### src/rtl/bist_wrapper_mc.sv
// Built-in self-test wrapper: LFSR or external stimulus towards a pipelined DUT,
// direct or MISR-compressed result path, and a run FSM that checks a golden signature.
module bist_wrapper_mc #(
  parameter int                   IN_WIDTH     = 49,
  parameter int                   OUT_WIDTH    = 54,
  parameter int                   CNT_WIDTH    = 16,
  parameter int                   DRAIN_CYCLES = 16,
  parameter logic [IN_WIDTH-1:0]  LFSR_POLY    = {{(IN_WIDTH-1){1'b0}}, 1'b1},
  parameter logic [OUT_WIDTH-1:0] MISR_POLY    = {{(OUT_WIDTH-1){1'b0}}, 1'b1}
) (
  input  logic                 i_clk,
  input  logic                 i_async_rst_n,
  input  logic [1:0]           i_mode,
  input  logic                 i_start,
  input  logic [CNT_WIDTH-1:0] i_num_patterns,
  input  logic                 i_seed_vld,
  input  logic [IN_WIDTH-1:0]  i_seed_data,
  input  logic [OUT_WIDTH-1:0] i_golden_sig,
  input  logic                 i_vld,
  input  logic [IN_WIDTH-1:0]  i_data,
  output logic                 o_dut_vld,
  output logic [IN_WIDTH-1:0]  o_dut_data,
  input  logic                 i_dut_vld,
  input  logic [OUT_WIDTH-1:0] i_dut_data,
  output logic                 o_vld,
  output logic [OUT_WIDTH-1:0] o_data,
  output logic                 o_busy,
  output logic                 o_done,
  output logic                 o_pass,
  output logic [CNT_WIDTH-1:0] o_pattern_cnt,
  output logic                 o_sample_clk
);

  localparam int                  DW         = $clog2(DRAIN_CYCLES + 1);
  localparam logic [DW-1:0]       DRAIN_LAST = DW'(DRAIN_CYCLES - 1);
  localparam logic [IN_WIDTH-1:0] SEED_ONE   = {{(IN_WIDTH-1){1'b0}}, 1'b1};

  typedef enum logic [1:0] {
    S_IDLE,
    S_GEN,
    S_DRAIN,
    S_DONE
  } state_e;

  // mode bit 1 selects LFSR stimulus, bit 0 selects MISR compression
  localparam int MODE_LFSR = 1;
  localparam int MODE_MISR = 0;

  function automatic logic [IN_WIDTH-1:0] lfsr_step(input logic [IN_WIDTH-1:0] l);
    return {l[IN_WIDTH-2:0], 1'b0} ^ (l[IN_WIDTH-1] ? LFSR_POLY : '0);
  endfunction

  function automatic logic [OUT_WIDTH-1:0] misr_step(input logic [OUT_WIDTH-1:0] s);
    return {s[OUT_WIDTH-2:0], 1'b0} ^ (s[OUT_WIDTH-1] ? MISR_POLY : '0);
  endfunction

  // Reset asserts immediately; release is synchronised so no flop leaves reset
  // on a different edge than its neighbours.
  logic [1:0] rst_sync_q;
  logic       rst_n;

  always_ff @(posedge i_clk or negedge i_async_rst_n) begin
    if (!i_async_rst_n) rst_sync_q <= 2'b00;
    else                rst_sync_q <= {rst_sync_q[0], 1'b1};
  end

  assign rst_n = rst_sync_q[1];

  state_e                 state_q,    state_d;
  logic [1:0]             mode_q,     mode_d;
  logic [CNT_WIDTH-1:0]   num_q,      num_d;
  logic [OUT_WIDTH-1:0]   golden_q,   golden_d;
  logic [IN_WIDTH-1:0]    seed_q,     seed_d;
  logic [IN_WIDTH-1:0]    lfsr_q,     lfsr_d;
  logic [CNT_WIDTH-1:0]   cnt_q,      cnt_d;
  logic [DW-1:0]          drain_q,    drain_d;
  logic [OUT_WIDTH-1:0]   misr_q,     misr_d;
  logic                   dut_vld_q,  dut_vld_d;
  logic [IN_WIDTH-1:0]    dut_data_q, dut_data_d;
  logic                   vld_q,      vld_d;
  logic [OUT_WIDTH-1:0]   data_q,     data_d;
  logic                   pass_q,     pass_d;

  // NOTE: every variable gets a default before any branch so no path can
  // leave it unassigned and infer a latch.
  always_comb begin
    state_d    = state_q;
    mode_d     = mode_q;
    num_d      = num_q;
    golden_d   = golden_q;
    seed_d     = seed_q;
    lfsr_d     = lfsr_q;
    cnt_d      = cnt_q;
    drain_d    = drain_q;
    misr_d     = misr_q;
    dut_vld_d  = 1'b0;
    dut_data_d = dut_data_q;
    vld_d      = 1'b0;
    data_d     = data_q;
    pass_d     = pass_q;

    if (!mode_q[MODE_MISR]) begin
      vld_d  = i_dut_vld;
      data_d = i_dut_data;
    end

    if ((state_q == S_GEN || state_q == S_DRAIN) && i_dut_vld) begin
      misr_d = misr_step(misr_q) ^ i_dut_data;
    end

    unique case (state_q)
      S_IDLE, S_DONE: begin
        if (i_seed_vld) seed_d = (i_seed_data == '0) ? SEED_ONE : i_seed_data;
        if (i_start) begin
          mode_d   = i_mode;
          num_d    = i_num_patterns;
          golden_d = i_golden_sig;
          cnt_d    = '0;
          drain_d  = '0;
          misr_d   = '0;
          pass_d   = 1'b0;
          if (i_num_patterns == '0) begin
            state_d = S_DRAIN;
          end else begin
            state_d = S_GEN;
            // The seed leaves on the start edge so patterns appear from t+1.
            if (i_mode[MODE_LFSR]) begin
              dut_vld_d  = 1'b1;
              dut_data_d = seed_q;
              lfsr_d     = lfsr_step(seed_q);
              cnt_d      = CNT_WIDTH'(1);
            end
          end
        end
      end

      S_GEN: begin
        if (cnt_q == num_q) begin
          state_d = S_DRAIN;
          drain_d = '0;
        end else if (mode_q[MODE_LFSR]) begin
          dut_vld_d  = 1'b1;
          dut_data_d = lfsr_q;
          lfsr_d     = lfsr_step(lfsr_q);
          cnt_d      = cnt_q + CNT_WIDTH'(1);
        end else if (i_vld) begin
          dut_vld_d  = 1'b1;
          dut_data_d = i_data;
          cnt_d      = cnt_q + CNT_WIDTH'(1);
        end
      end

      S_DRAIN: begin
        if (drain_q == DRAIN_LAST) begin
          state_d = S_DONE;
          // Signature includes any result arriving on the final drain cycle.
          if (mode_q[MODE_MISR]) begin
            vld_d  = 1'b1;
            data_d = misr_d;
            pass_d = (misr_d == golden_q);
          end
        end else begin
          drain_d = drain_q + DW'(1);
        end
      end
    endcase
  end

  // NOTE: state registers use non-blocking assignments so every flop samples
  // the pre-edge values regardless of statement order.
  always_ff @(posedge i_clk or negedge rst_n) begin
    if (!rst_n) begin
      state_q    <= S_IDLE;
      mode_q     <= '0;
      num_q      <= '0;
      golden_q   <= '0;
      seed_q     <= SEED_ONE;
      lfsr_q     <= SEED_ONE;
      cnt_q      <= '0;
      drain_q    <= '0;
      misr_q     <= '0;
      dut_vld_q  <= 1'b0;
      dut_data_q <= '0;
      vld_q      <= 1'b0;
      data_q     <= '0;
      pass_q     <= 1'b0;
    end else begin
      state_q    <= state_d;
      mode_q     <= mode_d;
      num_q      <= num_d;
      golden_q   <= golden_d;
      seed_q     <= seed_d;
      lfsr_q     <= lfsr_d;
      cnt_q      <= cnt_d;
      drain_q    <= drain_d;
      misr_q     <= misr_d;
      dut_vld_q  <= dut_vld_d;
      dut_data_q <= dut_data_d;
      vld_q      <= vld_d;
      data_q     <= data_d;
      pass_q     <= pass_d;
    end
  end

  assign o_dut_vld     = dut_vld_q;
  assign o_dut_data    = dut_data_q;
  assign o_vld         = vld_q;
  assign o_data        = data_q;
  assign o_busy        = (state_q == S_GEN) || (state_q == S_DRAIN);
  assign o_done        = (state_q == S_DONE);
  assign o_pass        = pass_q;
  assign o_pattern_cnt = cnt_q;
  assign o_sample_clk  = i_clk;

endmodule

### config.mk
export PLATFORM = sky130hd
export DESIGN_NAME = bist_wrapper_mc
export DESIGN_NICKNAME = d
export VERILOG_FILES = /design/src/rtl/bist_wrapper_mc.sv
export SDC_FILE = /design/constraint.sdc
export NUM_CORES = 1
export LEC_CHECK = 0
export CAP_MARGIN = 10
export CORE_MARGIN = 2
export CORE_UTILIZATION = 47
export DETAILED_ROUTE_END_ITERATION = 16
export GPL_TIMING_DRIVEN = 1
export PLACE_DENSITY = 0.84
export SKIP_CTS_REPAIR_TIMING = 1
export SLEW_MARGIN = 20
export SYNTH_ARGS = -nofsm -noshare
export SYNTH_HDL_FRONTEND = slang
export SYNTH_SLANG_ARGS = --single-unit
### constraint.sdc
create_clock -name i_clk -period 10.7 [get_ports i_clk]
set_clock_uncertainty 0.05 [all_clocks]
set_input_delay 1.605 -clock i_clk [delete_from_list [all_inputs] [get_ports i_clk]]
set_output_delay 1.605 -clock i_clk [all_outputs]
set_load 0.1 [all_outputs]
; After elaboration in Yosys (flattened, before gate mapping)
; Index checks and enable logic that the tools add are counted.
[totals]
register_bits = 355
in_bits = 230
[classes]
n_addsub = 2
eq_ne = 16
n_mux = 55
bitwise_logic = 4
reduce_logical = 16
[ops]
columns = cell, count
row1 = $mux 49, 12
row2 = $mux 54, 7
row3 = $pmux 49 s2, 2
row4 = $xor 49x1->49, 2
row5 = $mux 16, 4
row6 = $eq 54x54->1, 1
row7 = $xor 54x1->54, 1
row8 = $xor 54x54->54, 1
row9 = $logic_not 49->1, 1
row10 = $pmux 16 s2, 1
row11 = $mux 1, 18
row12 = $add 16x1->16 const B, 1
row13 = $eq 16x16->1, 1
row14 = $logic_not 16->1, 1
row15 = $ne 2x2->1 const B, 8
row16 = $mux 5, 3
row17 = $pmux 5 s3, 1
row18 = $reduce_and 6->1, 2
row19 = $mux 2, 4
row20 = $reduce_and 4->1, 2
row21 = $pmux 2 s3, 1
row22 = $reduce_and 3->1, 2
row23 = $add 5x1->5 const B, 1
row24 = $eq 5x4->1 const B, 1
row25 = other kinds (11), 15

; Depth between registers and ports, before layout
; Gate-level depths: netlist of the first run.
[logic_depth]
depth_word = 8
depth_mapped = 12
mapped_depth_nobuf = 9

==> reports/qor.yml, run 1 <==
synthesis:
  syn_nets: 2087
  synth_top_area_frac: 0.517
  synth_seq_cells: 355
  synth.distinct_cells: 48
  muxShareOfSynthArea: 0.0983
  synth_top_area_cell: "dfrtp_1"
  synthAdderAreaFrac: 0.00440
  synth_flop_cell: "dfrtp_1"
  synthSimpleGateAreaFrac: 0.153
  synth_top_family_by_area: "simple AND/OR/NAND/NOR gates"
  ys_seq_area_frac: 0.520
  async_flop_share: 1.00
  synth_compound_area_frac: 0.134
  synthCells: 1851
  syn-cell-area_sq_mm: 0.0171
  synth_area_per_cell_sq_um: 9.22
  synth_edf_count: 0
  yosysWarnings: 0
  yosys-top-cells-area: "dfrtp_1 (52%), a21oi_1 (7.8%), nor2_1 (7.3%)"
  synth_xor_area_frac: 0.0544
floorplan:
  die_area_sq_mm: 0.0379
  die_w_microns: 195
  die_h_microns: 195
  core_area_sq_mm: 0.0357
  initial_utilization: 0.479
  rows: 69
  ios: 355
placement:
  port_buffers: 354
  dp_cells: 2569
  gp_congestion: 0.948
  hpwl_microns: 40000
drt:
  wire_per_inst_microns: 21.2
  dr.pass1.iters: 7
  drc_errors: 0
  wirelength_microns: 55900
  postRouteAntennaNets: 0
  via_per_inst: 5.75
  drtIter0Drc: 1227
  num_vias: 15200
setup_path:
  r2r_slack_ns: 6.79
  critPathMaxFanout: 2
  endpoint: "o_sample_clk"
  critPathCaptureType: "output pin"
  path_cells: "clkbuf_16, clkbuf_16, clkdlybuf4s50_1"
  startpoint: "i_clk"
  arrival_ns: 6.56
  crit_slowest_cell: "clkdlybuf4s50_1"
  r2r-start: "state_q[0]$_DFFE_PN0P_"
  r2r-end: "o_pass$_DFFE_PN0P_"
  critPathMostFrequentCell: "clkbuf_16"
  worstPathRequired_ns: 9.05
  slowest_delay_ns: 0.96
  crit_type: "clock port to output pin"
  start_kind: "clock port"
  rr_worst_depth: 9
grt:
  grt_overflow: 0
  grt_max_degree: 111
  first_global_vias: 15000
  grt_usage: 0.292
  grt_pass1_wl_microns: 86200
  antenna_found_initial: 3
final_layout:
  final_cell_mix: "clkdlybuf4s50_1 (354), dfrtp_1 (350), nor2_1 (332)"
  final_layout_size_suffix_gt1_frac: 0.0656
  stdcell_count: 2643
  final_common_cell: "clkdlybuf4s50_1"
  final_util: 0.625
  syn2layout_area_growth_pct: 30.6
  nets: 2389
timing:
  worst_pin_slew_ns: 1.12
  setup_viol: 0
  rsz0062_at_grt: "no"
  final-hold-violation-count: 0
  setup_tns_ns: 0
  drv_slew: 0
  relSlewSlack: 0.251
power_and_ir_drop:
  total_power_uw: 8560
  p_leak_uw: 0.00949
  vdd_drop_max_uv: 282
  p_per_area_mw_per_mm2: 384
cts:
  tritoncts: "built"
  clkTransAtPathRegs_ns: 0.06
  clkLatencyLatePin_ns: 0.65
job:
  maxCapViolCount: 0
run_status:
  outcome: "completed"
worst_hold_path:
  hold_path.class: "flip-flop to flip-flop"
[cells in the mapped netlist, types with 5 or more instances]
library cell	number
nand2_1	225
dfrtp_1	353
xor2_1	38
o21ai_0	94
nor2_1	332
mux2_2	50
a22oi_1	5
xnor2_1	68
nor4_1	28
o22ai_1	31
a21oi_1	267
nand3_1	9
nand4_1	10
or3_1	9
nand2b_1	6
clkbuf_1	85
ha_1	6
buf_1	15
and3_1	5
buf_2	8
mux2i_1	110
nor3_1	6
inv_1	44
a221oi_1	5
[per-stage QoR]
stage | hold WS, ns | setup slack (ns) | area, sq um
after global placement | 0.285 | 2.76 | 20900
after CTS | 0.304 | 2.48 | 22300
after floorplan | 0.281 | 0.0269 | 17100
after detailed placement | 0.290 | 2.76 | 20900
after global routing | 0.309 | 2.47 | 22300
final | 0.302 | 2.49 | 22300
[kinds of logic (layout without fill, tap and decap cells)]
logic type | Yosys count | in the layout
compound gates | 426 | 426
xor+xnor | 106 | 106
fa+ha+maj | 6 | 6
buf+inv | 155 | 484
flops | 355 | 355
mux | 161 | 161
other cells | 1 | 3
simple gates | 641 | 641
[layer usage]
metal	global-route usage	vias up	share of wire
met5	0	-	0.00016
met4	0.117	2	0.039
met3	0.0567	121	0.087
li1	-	6872	-
met1	0.392	7427	0.41
met2	0.468	766	0.47
[flip-flops by register name, summed over array words and instances, names as in the netlist, 2 cells and up]
register,count
num_q,16
golden_q,54
mode_q,2
o_pattern_cnt,16
state_q,2
drain_q,5
o_dut_data,49
misr_q,54
seed_q,49
lfsr_q,49
o_data,54
rst_sync_q,2
[cell type report]
type	count	area, sq um
diodes	2	5.00
clock buffers	62	1240
clock inverters	11	146
fillers	2858	13400
inverters	44	165
multi-input cells	1341	7630
flip-flops and latches	355	8890
well taps	461	577
repair buffers	367	3640
[report_power, final]
group          switching [uW]  total, uW  internal (uW)  leakage (uW)
Sequential                538       2490           1960       0.00430
Clock                     595       1470            879      0.000676
Combinational            3210       4590           1380       0.00451
Total                    4340       8560           4220       0.00949
[worst max-delay path, delay by kind of cell]
| family | cells | cell delay [ns] |
|---|---|---|
| buffers and inverters | 3 | 1.21 |
[worst min-delay path by stage]
stage | from | to | slack [ns] | depth (start not counted)
CTS | rst_sync_q[0]$_DFF_PN0_ | rst_sync_q[1]$_DFF_PN0_ | 0.30 | 0
global route | rst_sync_q[0]$_DFF_PN0_ | rst_sync_q[1]$_DFF_PN0_ | 0.31 | 0
floorplan | rst_sync_q[0]$_DFF_PN0_ | rst_sync_q[1]$_DFF_PN0_ | 0.28 | 0
finish | rst_sync_q[0]$_DFF_PN0_ | rst_sync_q[1]$_DFF_PN0_ | 0.30 | 0
detailed placement | rst_sync_q[0]$_DFF_PN0_ | rst_sync_q[1]$_DFF_PN0_ | 0.29 | 0
global placement | rst_sync_q[0]$_DFF_PN0_ | rst_sync_q[1]$_DFF_PN0_ | 0.29 | 0
Power figures use the tool's default switching activity.
==> run 2: changes to the inputs <==
--- a/config.mk
+++ b/config.mk
@@ -7,10 +7,10 @@
 export LEC_CHECK = 0
 export CAP_MARGIN = 10
 export CORE_MARGIN = 2
-export CORE_UTILIZATION = 47
+export CORE_UTILIZATION = 52
 export DETAILED_ROUTE_END_ITERATION = 16
 export GPL_TIMING_DRIVEN = 1
-export PLACE_DENSITY = 0.84
+export PLACE_DENSITY = 0.88
 export SKIP_CTS_REPAIR_TIMING = 1
 export SLEW_MARGIN = 20
 export SYNTH_ARGS = -nofsm -noshare
==> constraint.sdc (replaced) <==
create_clock -name i_clk -period 7.7 [get_ports i_clk]
set_clock_uncertainty 0.05 [all_clocks]
set_input_delay 1.155 -clock i_clk [delete_from_list [all_inputs] [get_ports i_clk]]
set_output_delay 1.155 -clock i_clk [all_outputs]
set_load 0.1 [all_outputs]
==> run 2 against run 1 <==
Compared with the run above: global-route usage up 2.8 points; critical endpoint unchanged; largest cell class unchanged; via count increased by 1.3%; critical path depth is the same; combinational power up 40%.
==> reports/qor.yml, run 2 (synthesis results as in run 1) <==
run_status:
  outcome: "completed"
worst_hold_path:
  hold_path.class: "flip-flop to asynchronous set/reset pin"
final_layout:
  final_layout_size_suffix_gt1_frac: 0.0665
  stdcell_area_sq_mm: 0.0224
  nets: 2392
  final_common_cell: "clkdlybuf4s50_1"
  final_util: 0.690
  syn2layout_area_growth_pct: 31.1
  final_cell_mix: "clkdlybuf4s50_1 (354), dfrtp_1 (350), nor2_1 (332)"
setup_path:
  arrival_ns: 5.06
  r2r_slack_ns: 4.01
  worstPathRequired_ns: 6.49
  crit_slowest_cell: "clkdlybuf4s50_1"
  critPathMostFrequentCell: "clkbuf_16"
  critPathMaxFanout: 2
  start_kind: "clock port"
  path_cells: "clkbuf_16, clkbuf_16, clkdlybuf4s50_1"
  slowest_delay_ns: 0.96
  critPathCaptureType: "output pin"
  crit_type: "clock port to output pin"
grt:
  use_met2: 0.515
  grt_usage: 0.320
  grt_pass1_wl_microns: 84600
  met3_usage: 0.0558
  grt_max_degree: 170
  met1_usage: 0.417
  first_global_vias: 15400
  top_usage_layer: "met2"
  grt_overflow: 0
  antenna_found_initial: 3
power_and_ir_drop:
  vdd_drop_max_uv: 619
  p_per_area_mw_per_mm2: 536
  p_leak_uw: 0.00956
drt:
  drc_errors: 0
  wirelength_microns: 55200
  dr.pass1.iters: 5
  postRouteAntennaNets: 0
  num_vias: 15400
  wire_per_inst_microns: 21.0
  drtIter0Drc: 1593
  via_per_inst: 5.86
timing:
  setup_tns_ns: 0
  worst_pin_slew_ns: 1.12
  relSlewSlack: 0.249
  setup_viol: 0
  final-hold-violation-count: 0
  drv_slew: 0
  rsz0062_at_grt: "no"
floorplan:
  initial_utilization: 0.526
  core_area_sq_mm: 0.0325
  rows: 66
  ios: 355
  die_area_sq_mm: 0.0343
  die_h_microns: 185
  die_w_microns: 185
job:
  maxCapViolCount: 0
cts:
  clkLatencyLatePin_ns: 0.64
  clkTransAtPathRegs_ns: 0.07
  tritoncts: "built"
placement:
  placed_area_sq_mm: 0.0209
  gp_congestion: 0.968
  port_buffers: 354
  hpwl_microns: 38800
==> run 2: cell types whose count changed in the layout (fill, tap and decap cells not counted) <==
cell       delta
buf_4         +2
clkinv_2      -1
clkbuf_8      -2
inv_6         -2
buf_16        +2
nand2_8       -1
nand2_4       +1
bufinv_16     +3
clkbuf_1      -1
clkinv_4      -1
diode_2       +1
buf_12        +1
==> run 2: worst paths after layout <==
path,start,end,cells past startpoint
setup / recovery,i_clk,o_sample_clk,3
hold / removal,rst_sync_q[1]$_DFF_PN0_,o_pattern_cnt[7]$_DFFE_PN0P_,0
setup reg to reg,state_q[0]$_DFFE_PN0P_,o_dut_data[11]$_DFFE_PN0P_,8
hold reg to reg,rst_sync_q[1]$_DFF_PN0_,o_pattern_cnt[7]$_DFFE_PN0P_,0
max in group asynchronous,rst_sync_q[1]$_DFF_PN0_,mode_q[1]$_DFFE_PN0P_,2
min in group i_clk,rst_sync_q[0]$_DFF_PN0_,rst_sync_q[1]$_DFF_PN0_,0
==> run 2: critical path: cells and delay by family <==
family / cells / cell delay [ns]
buffers and inverters: 3 / 1.21
==> run 2: cell type report <==
cell class | instances | area [sq um]
fill | 2353 | 10100
sequential | 355 | 8890
multi-input combinational | 1341 | 7620
timing repair buffer | 372 | 3730
clock buffer | 59 | 1210
tap | 442 | 553
clock inverter | 10 | 205
inverter | 44 | 165
antenna | 3 | 7.51
==> run 2: metrics by stage <==
stage	setup WS [ns]	hold slack, ns	power (uW)	instances
after floorplan	1.85	0.281	8070	1851
after global placement	1.71	0.260	9630	2553
after detailed placement	1.71	0.268	9820	2553
after CTS	1.43	0.267	11900	2621
after global routing	1.43	0.295	12600	2626
final	1.44	0.248	12000	2626
==> run 2: routing by layer <==
layer / part of all wire / vias up / wire (microns)
met5: 0 / - / 0
met4: 0.056 / 0 / 3100
met3: 0.080 / 193 / 4430
met2: 0.47 / 844 / 26000
met1: 0.39 / 7478 / 21700
li1: - / 6876 / -
==> run 2: where the power goes <==
group | switching, uW | internal, uW | total (uW)
logic | 4490 | 1950 | 6440
registers | 738 | 2720 | 3460
clock network | 814 | 1290 | 2110
total | 6040 | 5960 | 12000
==> run 3: changes to the inputs <==
==> constraint.sdc (replaced) <==
create_clock -name i_clk -period 6.09 [get_ports i_clk]
set_clock_uncertainty 0.05 [all_clocks]
set_input_delay 0.9135 -clock i_clk [delete_from_list [all_inputs] [get_ports i_clk]]
set_output_delay 0.9135 -clock i_clk [all_outputs]
set_load 0.1 [all_outputs]
==> run 3 against run 2 <==
Compared with the run above: combinational power rose by 26%; critical path depth unchanged; count of clock-buffer cells in the layout up 3; sequential share of layout area rose by 0.093 points; non-clock buffer count shrank 1; register-to-register slack got worse by 1.6 ns; flip-flop and latch count unchanged; largest power group unchanged.
==> reports/qor.yml, run 3 (synthesis results as in run 1) <==
run_status:
  outcome: "completed"
setup_path:
  endpoint: "o_sample_clk"
  crit_type: "clock port to output pin"
  cp.depth: 3
  rr_worst_depth: 9
  r2r-end: "o_pass$_DFFE_PN0P_"
  path_cells: "clkbuf_16, clkbuf_16, clkdlybuf4s50_1"
  r2r_slack_ns: 2.40
  r2r-start: "state_q[0]$_DFFE_PN0P_"
  worstPathRequired_ns: 5.13
  critPathCaptureType: "output pin"
  start_kind: "clock port"
  critical_path.top_delay_family: "buffers and inverters"
  critPathMaxFanout: 2
  slowest_delay_ns: 0.95
  crit_buf_inv: 3
  arrival_ns: 4.25
  startpoint: "i_clk"
  crit_slowest_cell: "clkdlybuf4s50_1"
  critPathMostFrequentCell: "clkbuf_16"
final_layout:
  syn2layout_area_growth_pct: 30.8
  stdcell_count: 2625
  final_util: 0.688
  final_common_cell: "clkdlybuf4s50_1"
  final_layout_size_suffix_gt1_frac: 0.0665
  nets: 2392
  final_cell_mix: "clkdlybuf4s50_1 (354), dfrtp_1 (350), nor2_1 (332)"
  n_fill_cell: 2386
placement:
  dp_cells: 2552
  gp_congestion: 0.954
  port_buffers: 354
  hpwl_microns: 40300
job:
  maxCapViolCount: 0
power_and_ir_drop:
  p_leak_uw: 0.00955
  netSwitchingPower_uw: 7640
  p_clk_frac: 0.170
  pwr-share-comb: 0.540
  swShare: 0.507
  p_int_uw: 7430
  p_per_area_mw_per_mm2: 675
  vdd_drop_max_uv: 778
  seq_power_share: 0.290
timing:
  final-hold-violation-count: 0
  setup_viol: 0
  drv_slew: 0
  relSlewSlack: 0.227
  rsz0062_at_grt: "no"
  setup_tns_ns: 0
  worst_pin_slew_ns: 1.16
drt:
  wirelength_microns: 57100
  drtIter0Drc: 1302
  postRouteAntennaNets: 0
  drc_errors: 0
  dr.pass1.iters: 5
  wire_per_inst_microns: 21.8
  via_per_inst: 5.90
  num_vias: 15500
floorplan:
  initial_utilization: 0.526
  ios: 355
  rows: 66
  die_w_microns: 185
  die_h_microns: 185
  die_area_sq_mm: 0.0343
  core_area_sq_mm: 0.0325
cts:
  clkLatencyLatePin_ns: 0.64
  clkTransAtPathRegs_ns: 0.07
  tritoncts: "built"
grt:
  first_global_vias: 15300
  grt_pass1_wl_microns: 86600
  grt_max_degree: 148
  grt_overflow: 0
  antenna_found_initial: 2
  grt_usage: 0.332
worst_hold_path:
  hold_path.class: "flip-flop to asynchronous set/reset pin"
[run 3: metal layers]
| metal | track usage | wire length, microns | vias to the layer above |
|---|---|---|---|
| li1 | - | - | 6909 |
| met1 | 0.424 | 21900 | 7538 |
| met2 | 0.540 | 27200 | 862 |
| met3 | 0.0594 | 4770 | 173 |
| met4 | 0.175 | 3210 | 2 |
| met5 | 0 | 8 | - |
[run 3: layout make-up]
| type | instances | area (sq um) | share of cell area |
|---|---|---|---|
| Antenna cell | 1 | 2.50 | 0.000112 |
| Inverter | 44 | 165 | 0.00739 |
| Multi-Input combinational cell | 1341 | 7620 | 0.341 |
| Sequential cell | 355 | 8890 | 0.398 |
| Clock inverter | 9 | 120 | 0.00538 |
| Tap cell | 442 | 553 | 0.0248 |
| Clock buffer | 62 | 1240 | 0.0557 |
| Timing Repair Buffer | 371 | 3740 | 0.167 |
[run 3: stage by stage]
stage,worst slack (ns),hold WS [ns],area [sq um],power [uW]
final,0.874,0.201,22300,15100
after detailed placement,1.14,0.295,20900,12400
after global placement,1.14,0.284,20900,12200
after floorplan,0.242,0.281,17100,10200
after global routing,0.869,0.232,22300,15800
after CTS,0.868,0.308,22300,15000
[run 3: power groups by stage]
stage,Combinational (uW),Sequential [uW],Clock (uW)
final,8140,4380,2560
after global routing,8660,4470,2680
after CTS,8060,4350,2570
after detailed placement,7990,4370,64.5
after global placement,7800,4320,64.5
after floorplan,3670,6480,62.0
[run 3: worst min-delay path by stage]
stage,end,slack [ns]
5_1_grt,o_pattern_cnt[0]$_DFFE_PN0P_,0.23
4_1_cts,rst_sync_q[1]$_DFF_PN0_,0.31
3_3_place_gp,rst_sync_q[1]$_DFF_PN0_,0.28
2_1_floorplan,rst_sync_q[1]$_DFF_PN0_,0.28
3_5_place_dp,rst_sync_q[1]$_DFF_PN0_,0.29
6_report,o_pattern_cnt[3]$_DFFE_PN0P_,0.20
